<file path="config.mk">
export PLATFORM = sky130hd
export DESIGN_NAME = dcache
export DESIGN_NICKNAME = d
export VERILOG_FILES = /design/src/rtl/dcache_pkg.sv /design/src/rtl/dcache_array.sv /design/src/rtl/dcache.sv
export SDC_FILE = /design/constraint.sdc
export NUM_CORES = 1
export LEC_CHECK = 0
export CORE_UTILIZATION = 55
export CTS_CLUSTER_DIAMETER = 80
export CTS_CLUSTER_SIZE = 14
export DETAILED_ROUTE_END_ITERATION = 16
export GPL_TIMING_DRIVEN = 1
export PLACE_DENSITY = 0.72
export SKIP_CTS_REPAIR_TIMING = 1
export SYNTH_ARGS = -nofsm -noshare
export SYNTH_HDL_FRONTEND = slang
export SYNTH_HIERARCHICAL = 1
export SYNTH_SLANG_ARGS = --single-unit
</file>
<file path="constraint.sdc">
create_clock -name CLK -period 4.2 [get_ports CLK]
set_input_delay 0.63 -clock CLK [delete_from_list [all_inputs] [get_ports CLK]]
set_output_delay 0.63 -clock CLK [all_outputs]
set_load 0.05 [all_outputs]
</file>
<file path="src/rtl/dcache_pkg.sv">
// dcache_pkg: shared geometry constants, FSM state type and a byte-select
// helper for the direct-mapped data cache (8 lines x 4 bytes, 8-bit address).
package dcache_pkg;

    localparam int TAG_W   = 3;
    localparam int IDX_W   = 3;
    localparam int OFF_W   = 2;
    localparam int LINES   = 8;
    localparam int BLOCK_W = 32;
    localparam int ADDR_W  = TAG_W + IDX_W + OFF_W;
    localparam int BADDR_W = TAG_W + IDX_W;

    typedef enum logic [1:0] {
        IDLE  = 2'd0,
        WB    = 2'd1,
        FETCH = 2'd2,
        FILL  = 2'd3
    } state_t;

    // Byte 0 of a block lives in bits [7:0].
    function automatic logic [7:0] get_byte(
        input logic [BLOCK_W-1:0] blk,
        input logic [OFF_W-1:0]   off
    );
        return blk[{off, 3'b000} +: 8];
    endfunction

endpackage

</file>
<file path="src/rtl/dcache_array.sv">
// dcache_array: valid/dirty/tag/data storage for the data cache.
// Ports: clk/rst (sync, active-high; clears valid+dirty), idx selects the line
// for the combinational read port and both write ports; byte write
// (byte_en/off/wr_byte, sets dirty) and block fill (fill_en/fill_tag/fill_data,
// sets valid, clears dirty). Fill wins if both are requested.
module dcache_array
    import dcache_pkg::*;
(
    input  logic               clk,
    input  logic               rst,
    input  logic [IDX_W-1:0]   idx,
    output logic               rd_valid,
    output logic               rd_dirty,
    output logic [TAG_W-1:0]   rd_tag,
    output logic [BLOCK_W-1:0] rd_data,
    input  logic               byte_en,
    input  logic [OFF_W-1:0]   off,
    input  logic [7:0]         wr_byte,
    input  logic               fill_en,
    input  logic [TAG_W-1:0]   fill_tag,
    input  logic [BLOCK_W-1:0] fill_data
);

    logic [LINES-1:0]   valid_q, valid_d;
    logic [LINES-1:0]   dirty_q, dirty_d;
    logic [TAG_W-1:0]   tag_q  [LINES];
    logic [TAG_W-1:0]   tag_d  [LINES];
    logic [BLOCK_W-1:0] data_q [LINES];
    logic [BLOCK_W-1:0] data_d [LINES];

    assign rd_valid = valid_q[idx];
    assign rd_dirty = dirty_q[idx];
    assign rd_tag   = tag_q[idx];
    assign rd_data  = data_q[idx];

    always_comb begin
        valid_d = valid_q;
        dirty_d = dirty_q;
        tag_d   = tag_q;
        data_d  = data_q;
        if (fill_en) begin
            valid_d[idx] = 1'b1;
            dirty_d[idx] = 1'b0;
            tag_d[idx]   = fill_tag;
            data_d[idx]  = fill_data;
        end else if (byte_en) begin
            dirty_d[idx] = 1'b1;
            data_d[idx][{off, 3'b000} +: 8] = wr_byte;
        end
    end

    // Tag and data need no reset: an invalid line never hits.
    always_ff @(posedge clk) begin
        if (rst) begin
            valid_q <= '0;
            dirty_q <= '0;
        end else begin
            valid_q <= valid_d;
            dirty_q <= dirty_d;
        end
        tag_q  <= tag_d;
        data_q <= data_d;
    end

endmodule

</file>
<file path="src/rtl/dcache.sv">
// dcache: direct-mapped, write-back, write-allocate byte cache between the
// CPU (READ/WRITE/ADDRESS/WRITE_DATA -> READ_DATA/BUSYWAIT) and a 32-bit block
// memory (MEM_READ/MEM_WRITE/MEM_ADDRESS/MEM_WRITE_DATA <- MEM_READ_DATA/
// MEM_BUSYWAIT). CLK rising edge; RESET synchronous active-high.
// Optional DCACHE_STATS_EN adds saturating HIT_COUNT/MISS_COUNT outputs.
module dcache
    import dcache_pkg::*;
(
`ifdef DCACHE_STATS_EN
    output logic [15:0]        HIT_COUNT,
    output logic [15:0]        MISS_COUNT,
`endif
    input  logic               CLK,
    input  logic               RESET,
    input  logic               READ,
    input  logic               WRITE,
    input  logic [ADDR_W-1:0]  ADDRESS,
    input  logic [7:0]         WRITE_DATA,
    output logic [7:0]         READ_DATA,
    output logic               BUSYWAIT,
    output logic               MEM_READ,
    output logic               MEM_WRITE,
    output logic [BADDR_W-1:0] MEM_ADDRESS,
    output logic [BLOCK_W-1:0] MEM_WRITE_DATA,
    input  logic [BLOCK_W-1:0] MEM_READ_DATA,
    input  logic               MEM_BUSYWAIT
);

    logic [TAG_W-1:0]   addr_tag;
    logic [IDX_W-1:0]   addr_idx;
    logic [OFF_W-1:0]   addr_off;

    assign addr_tag = ADDRESS[7:5];
    assign addr_idx = ADDRESS[4:2];
    assign addr_off = ADDRESS[1:0];

    logic               line_valid;
    logic               line_dirty;
    logic [TAG_W-1:0]   line_tag;
    logic [BLOCK_W-1:0] line_data;

    state_t             state_q, state_d;
    logic [BLOCK_W-1:0] fill_buf_q, fill_buf_d;

    logic               req;
    logic               hit;
    logic               byte_en;
    logic               fill_en;
    logic               miss_start;
    logic               hit_event;

    assign req = READ | WRITE;
    assign hit = line_valid && (line_tag == addr_tag);

    dcache_array u_array (
        .clk       (CLK),
        .rst       (RESET),
        .idx       (addr_idx),
        .rd_valid  (line_valid),
        .rd_dirty  (line_dirty),
        .rd_tag    (line_tag),
        .rd_data   (line_data),
        .byte_en   (byte_en),
        .off       (addr_off),
        .wr_byte   (WRITE_DATA),
        .fill_en   (fill_en),
        .fill_tag  (addr_tag),
        .fill_data (fill_buf_q)
    );

    always_comb begin
        state_d        = state_q;
        fill_buf_d     = fill_buf_q;
        MEM_READ       = 1'b0;
        MEM_WRITE      = 1'b0;
        MEM_ADDRESS    = '0;
        MEM_WRITE_DATA = '0;
        byte_en        = 1'b0;
        fill_en        = 1'b0;
        miss_start     = 1'b0;
        unique case (state_q)
            IDLE: begin
                if (req && !hit) begin
                    miss_start = 1'b1;
                    state_d    = line_dirty ? WB : FETCH;
                end else if (WRITE && hit) begin
                    byte_en = 1'b1;
                end
            end
            WB: begin
                MEM_WRITE      = 1'b1;
                MEM_ADDRESS    = {line_tag, addr_idx};
                MEM_WRITE_DATA = line_data;
                if (!MEM_BUSYWAIT) begin
                    state_d = FETCH;
                end
            end
            FETCH: begin
                MEM_READ    = 1'b1;
                MEM_ADDRESS = ADDRESS[7:2];
                if (!MEM_BUSYWAIT) begin
                    fill_buf_d = MEM_READ_DATA;
                    state_d    = FILL;
                end
            end
            FILL: begin
                fill_en = 1'b1;
                state_d = IDLE;
            end
            default: state_d = IDLE;
        endcase
    end

    assign hit_event = (state_q == IDLE) && req && hit;
    assign BUSYWAIT  = req && !((state_q == IDLE) && hit);
    // Gated by hit so stale post-reset data never reaches the CPU.
    assign READ_DATA = hit ? get_byte(line_data, addr_off) : 8'h00;

    always_ff @(posedge CLK) begin
        if (RESET) begin
            state_q    <= IDLE;
            fill_buf_q <= '0;
        end else begin
            state_q    <= state_d;
            fill_buf_q <= fill_buf_d;
        end
    end

`ifdef DCACHE_STATS_EN
    logic [15:0] hit_cnt_q, hit_cnt_d;
    logic [15:0] miss_cnt_q, miss_cnt_d;

    always_comb begin
        hit_cnt_d  = hit_cnt_q;
        miss_cnt_d = miss_cnt_q;
        if (hit_event && hit_cnt_q != 16'hFFFF) begin
            hit_cnt_d = hit_cnt_q + 16'd1;
        end
        if (miss_start && miss_cnt_q != 16'hFFFF) begin
            miss_cnt_d = miss_cnt_q + 16'd1;
        end
    end

    always_ff @(posedge CLK) begin
        if (RESET) begin
            hit_cnt_q  <= '0;
            miss_cnt_q <= '0;
        end else begin
            hit_cnt_q  <= hit_cnt_d;
            miss_cnt_q <= miss_cnt_d;
        end
    end

    assign HIT_COUNT  = hit_cnt_q;
    assign MISS_COUNT = miss_cnt_q;
`else
    logic unused_stats;
    assign unused_stats = hit_event ^ miss_start;
`endif

endmodule
</file>
# Yosys cells after proc, flatten, opt, wreduce, memory -nomap -nowiden

Cells that the tools add are included.

Multipliers: 0
$add $sub $neg: 1
Shift operators: 3
Muxes and demuxes: 39
Reductions and logical operators: 13
Bitwise logic cells: 7
Div/mod/pow operators: 0
$lt $le $gt $ge: 4
Eq/ne operators: 7

Operators by type and width:

| operator                                              | number |
|---|---|
| bitwise mux 256 bit                                   | 2 |
| two-way mux 256 bit                                   | 2 |
| demux 32 bit (select 3 bit)                           | 2 |
| two-way mux 32 bit                                    | 5 |
| binary-select mux 32 bit (select 3 bit)               | 1 |
| variable shift 8 x 7 -> 32 bit (first input constant) | 1 |
| indexed part select 32 x 6 -> 8 bit                   | 1 |
| indexed part select 8 x 7 -> 32 bit                   | 1 |
| bitwise mux 24 bit                                    | 1 |
| two-way mux 8 bit                                     | 3 |
| bitwise OR 8 bit                                      | 2 |
| one-hot mux 6 bit (2 select lines)                    | 1 |
| binary-select mux 3 bit (select 3 bit)                | 1 |
| demux 3 bit (select 3 bit)                            | 1 |
| two-way mux 1 bit                                     | 9 |
| two-way mux 3 bit                                     | 3 |
| bitwise AND 8 bit                                     | 1 |
| two-way mux 2 bit                                     | 4 |
| inverter 8 bit                                        | 1 |
| one-hot mux 2 bit (4 select lines)                    | 1 |
| logical AND 1 bit                                     | 7 |
| negator 5 -> 7 bit                                    | 1 |
| binary-select mux 1 bit (select 3 bit)                | 2 |
| != test 2 bit (second input constant)                 | 3 |
| other kinds (16)                                      | 18 |

Bits in writable memories: 0
Output and inout bits: 49
Memory bits (read-only): 0
Register bits: 330
Latch bits: 0
Bits of input ports: 53
Memories: 0

# Longest topological paths before layout

Word-level depth: 12
Mapped depth: 11

# Cells and area by module

The synthesis kept the hierarchy.

Modules (own cells, without submodules):

| module       | seq. area each (µm²) | cells an instance | area each (µm²) | instances |
|---|---|---|---|---|
| dcache_array | 8728.4               | 1112              | 14181.1         | 1 |
| dcache       | 680.7                | 235               | 1878.1          | 1 |

# Worst setup path after synthesis

Ideal clock, no wire load.

Path kind: input to register
Start: input port ADDRESS[3]
End: register u_array/data_q[184] in the netlist's numbering (enable)
Arrival: 3.492 ns
Cell stages on the path: 11
Data required time: 3.816 ns
Slack: 0.324 ns
Library setup time: 0.384 ns
Path through: buf_4 buf_6 mux4_2 mux2_2 xnor2_1 nand4_1 clkbuf_1 nor2_1 clkbuf_1 nor2_1 o21ai_0

Word-level cells in the longest chain between the ends: 11

Ends and longest elaborated chain:

| element                                                  | line                       | RTL |
|---|---|---|
| from (decl)                                              | dcache.sv:17               | `input logic [ADDR_W-1:0] ADDRESS,` |
| inverter 3 -> 4 bit (not written as such) (*)            | dcache_array.sv:33         | `assign rd_tag = tag_q[idx];` |
| binary-select mux 3 bit (select 3 bit) (*)               | dcache_array.sv:33         |  |
| two-way mux 3 bit (not written as such) (*) (2 in a row) | dcache_array.sv:33         |  |
| via line_tag[2]                                          | dcache.sv:39               | `logic [TAG_W-1:0] line_tag;` |
| equality test 3 bit (*)                                  | dcache.sv:53               | `assign hit = line_valid && (line_tag == addr_tag);` |
| logical AND 1 bit (*)                                    | dcache.sv:53               |  |
| logical AND 1 bit or zero test 1 bit (tied branches)     | dcache.sv:86, dcache.sv:83 |  |
| two-way mux 1 bit or logical AND 1 bit (tied branches)   | dcache.sv:86, dcache.sv:83 |  |
| two-way mux 1 bit (*)                                    | dcache.sv:83               | `if (req && !hit) begin` |
| two-way mux 1 bit (*)                                    | dcache.sv:81               | `unique case (state_q)` |
| via byte_en                                              | dcache.sv:47               | `logic byte_en;` |
| nonzero test 2 bit (no source line) (*)                  | -                          |  |
| to (signal assigned)                                     | dcache_array.sv:62         | `data_q <= data_d;` |
| to (decl)                                                | dcache_array.sv:28         | `logic [BLOCK_W-1:0] data_q [LINES];` |

Mark *: on every way through the listed nets, which the timed path passes. The rest lies on a longest branch. The select of a mux whose other input is x is not followed.
A chain may end at the register's enable or synchronous reset.

# Worst setup path in the final report

Start: input port ADDRESS[3]
End: output port MEM_WRITE_DATA[11]

Word-level cells in the longest chain between the ends: 5

Ends and longest elaborated chain:

| element                                               | line               | RTL |
|---|---|---|
| inverter 3 -> 4 bit (not written as such)             | dcache_array.sv:34 | `assign rd_data = data_q[idx];` |
| binary-select mux 32 bit (select 3 bit)               | dcache_array.sv:34 |  |
| two-way mux 32 bit (not written as such) (2 in a row) | dcache_array.sv:34 |  |
| via line_data[11]                                     | dcache.sv:40       | `logic [BLOCK_W-1:0] line_data;` |
| two-way mux 32 bit                                    | dcache.sv:81       |  |
| to (decl)                                             | dcache.sv:24       | `output logic [BLOCK_W-1:0] MEM_WRITE_DATA,` |

The timed path passes the listed nets, and every way through them passes these cells. The select of a mux whose other input is x is not followed.

==> impl_metrics.py <==
metrics = {
    "critical_path": {
        "cpPeakStageDelay_ns": 0.70,
        "cp_max_fo": 34,
        "startpoint_type": "input port",
        "path_delay_family": "buffers and inverters",
        "cp.arrival_ns": 3.08,
        "cp_slowest_cell": "clkdlybuf4s50_1",
        "required_ns": 3.57,
        "path_buf_inv": 3,
        "end_kind": "primary output",
        "critPathKind": "in2out",
        "crit_chain": "buf_6 -> buf_4 -> mux4_2 -> mux2_2 -> and2_1 -> clkdlybuf4s50_1",
    },
    "global_routing": {
        "grt_busiest_layer": "met2",
        "grt_pass1_vias": 11240,
        "use_met3": 0.05321,
        "grt_use_total": 0.3060,
        "grt_overflow": 0,
        "grt_max_degree": 53,
        "met1_usage": 0.4344,
        "antenna_found_initial": 1,
        "grt_pass1_wl_mm": 69.09,
        "use_met2": 0.4802,
    },
    "clock_tree": {
        "numCtsBuffers": 27,
        "htreeDepth": 1,
        "cts_tree": "done",
        "root_buffer": "clkbuf_16",
        "clock-sinks": 330,
        "clkSlewWorstSetupHoldPaths_ns": 0.06,
        "cts_buffer_depth": 3,
        "clkLatencyLatePin_ns": 0.55,
    },
    "floorplan": {
        "start_util": 0.5595,
        "fp.dieW_um": 172.9,
        "rows": 62,
        "die-area_um2": 29890,
        "die_h_um": 172.9,
        "ios": 102,
        "coreArea_um2": 28700,
    },
    "timing": {
        "setup_viol": 0,
        "finalHoldViolCount": 0,
        "fin_crit_ns": 3.714,
        "skew_ns": 0.01277,
        "fmax_ghz": 0.2692,
        "slew_viol_final": 0,
        "worst_slew_pin_slew_ns": 1.059,
        "setup_ws_ns": 0.4856,
        "final.period_utilization": 0.8844,
        "slew_headroom": 0.2938,
        "rsz0062_at_grt": "false",
        "fin_setup_tns_ns": 0,
    },
    "routing": {
        "first_pass_iters": 5,
        "first_iter_violations": 1738,
        "drc": 0,
        "wl_per_cell_um": 24.47,
        "postRouteWirelength_mm": 45.25,
        "via_per_inst": 6.260,
        "vias": 11580,
        "drt.antenna.violating_nets": 0,
    },
    "placed_design": {
        "dpl_cell_area_um2": 17560,
        "dpl_worst_slack_ns": 0.4571,
        "place_congestion": 0.9372,
        "port_buffers": 101,
        "dp.cells": 1800,
        "dpl.hpwl_mm": 31.48,
    },
    "yosys": {
        "synth_top_area_cell": "edfxtp_1",
        "netlist.area_leader.share": 0.5236,
        "ys_types": 43,
        "synth.yosys.seq_area_share": 0.5859,
        "synth_warnings": 6,
        "synth_top_flop_cell": "edfxtp_1",
        "synth-edff-count": 280,
        "syn_nets": 1410,
        "syn_area_per_cell_um2": 11.92,
        "synth_area_um2": 16060,
        "ys_ff_latch": 330,
        "syn_inst": 1347,
        "ys_async_sr_fraction": 0,
        "synth.top_cells.by_area": "edfxtp_1 (52%), mux4_2 (11%), nand2_1 (6.8%)",
    },
    "cells_and_area": {
        "drive_gt1_frac": 0.1638,
        "nets": 1508,
        "num_antenna_cells": 0,
        "design_area_um2": 18330,
        "syn_to_final_growth_pct": 14.11,
        "fin_cells": 1849,
    },
    "run": {
        "drv_cap": 0,
    },
    "status": {
        "status": "finished clean",
    },
    "pwr": {
        "p_leak_nw": 6.247,
        "cellPowerDensity_nw_per_um2": 375.8,
        "total_power_w": 0.006886,
        "ir_drop_uv": 332.6,
    },
    "min_path": {
        "holdCritPathClass": "reg2reg",
    },
}
-- synthesized netlist by cell type, drive strengths merged, types with 11 or more instances --
| master | n |
|---|---|
| edfxtp | 280 |
| a22oi | 11 |
| nor2 | 97 |
| nand3 | 20 |
| buf | 63 |
| o21ai | 205 |
| dfxtp | 50 |
| mux4 | 82 |
| mux2 | 39 |
| a21oi | 33 |
| nor2b | 28 |
| and2 | 36 |
| nand2 | 293 |
| o21bai | 12 |
| clkbuf | 35 |
-- layer usage --
metal / up-vias / wire length, um
li1: 5093 / -
met1: 5580 / 17520
met2: 800 / 20780
met3: 102 / 5367
met4: 0 / 1572
met5: - / 0
-- worst reg2reg max path: stages (launching register included) --
cell	delay (ns)
edfxtp_1	0.38
mux4_2	0.48
mux2_2	0.31
xnor2_1	0.14
nand4_1	0.13
nor2_1	0.08
buf_4	0.19
nor2_1	0.56
o21bai_1	0.25
buf_4	0.22
-- power by group --
part           internal [W]  switching [W]
clock               0.00121        0.00113
combinational      0.000318       0.000542
sequential          0.00357       0.000115
-- worst paths after layout --
check / from / slack [ns] / cells past startpoint / end
max: ADDRESS[3] / 0.49 / 6 / MEM_WRITE_DATA[11]
min: fill_buf_q[4] / 0.46 / 2 / fill_buf_q[4]
max reg2reg: u_array/tag_q[5] / 1.23 / 9 / u_array/data_q[253]
min reg2reg: fill_buf_q[4] / 0.46 / 2 / fill_buf_q[4]
-- cell usage in the layout, fill, tap and decap left out, types with 7 or more instances in the layout --
| cell type | netlist | layout |
|---|---|---|
| dfxtp_1 | 50 | 50 |
| mux2_2 | 37 | 37 |
| buf_4 | 15 | 72 |
| ha_1 | 10 | 10 |
| a31oi_1 | 8 | 8 |
| inv_1 | 7 | 7 |
| and2_1 | 36 | 36 |
| clkbuf_16 | 0 | 27 |
| o21bai_1 | 12 | 12 |
| nor3_1 | 8 | 8 |
| a22oi_1 | 11 | 11 |
| nor2b_1 | 28 | 27 |
| clkdlybuf4s50_1 | 0 | 88 |
| o21ai_0 | 199 | 199 |
| mux4_2 | 82 | 82 |
| edfxtp_1 | 280 | 280 |
| nor2_1 | 96 | 96 |
| nand2_1 | 293 | 293 |
| nand3_1 | 20 | 20 |
| clkbuf_1 | 34 | 20 |
| a21oi_1 | 33 | 33 |
-- flip-flops by register name (all words and copies together) (netlist names), named ones only --
| signal | cells |
|---|---|
| u_array/tag_q | 24 |
| fill_buf_q | 32 |
| u_array/valid_q | 8 |
| state_q | 2 |
| u_array/data_q | 256 |
-- per-stage QoR --
step | hold WS, ns | util
floorplan | 0.4330 | -
global placement | 0.4475 | 0.6117
detailed placement | 0.4516 | 0.6117
CTS | 0.4611 | 0.6384
global route | 0.4803 | 0.6384
finish | 0.4629 | 0.6384
-- cell families after synthesis --
logic type               count (synthesis)  synth area share
buffers and inverters                  110           0.03490
XOR/XNOR                                 3          0.001636
AND/OR/NAND/NOR                        499            0.1364
adder cells (fa/ha/maj)                 10          0.007791
multiplexers                           123            0.1436
flip-flops                             330            0.5859
AO/OA/AOI/OAI                          272           0.08976
-- cell type report --
cell class	instances	area (um^2)
Clock buffer	47	750.7
Multi-Input combinational cell	907	6101
Inverter	12	45.04
Fill cell	2176	10380
Sequential cell	330	9409
Timing Repair Buffer	167	1523
Tap cell	384	480.5
Clock inverter	2	16.27
(Power assumes the default switching activity.)
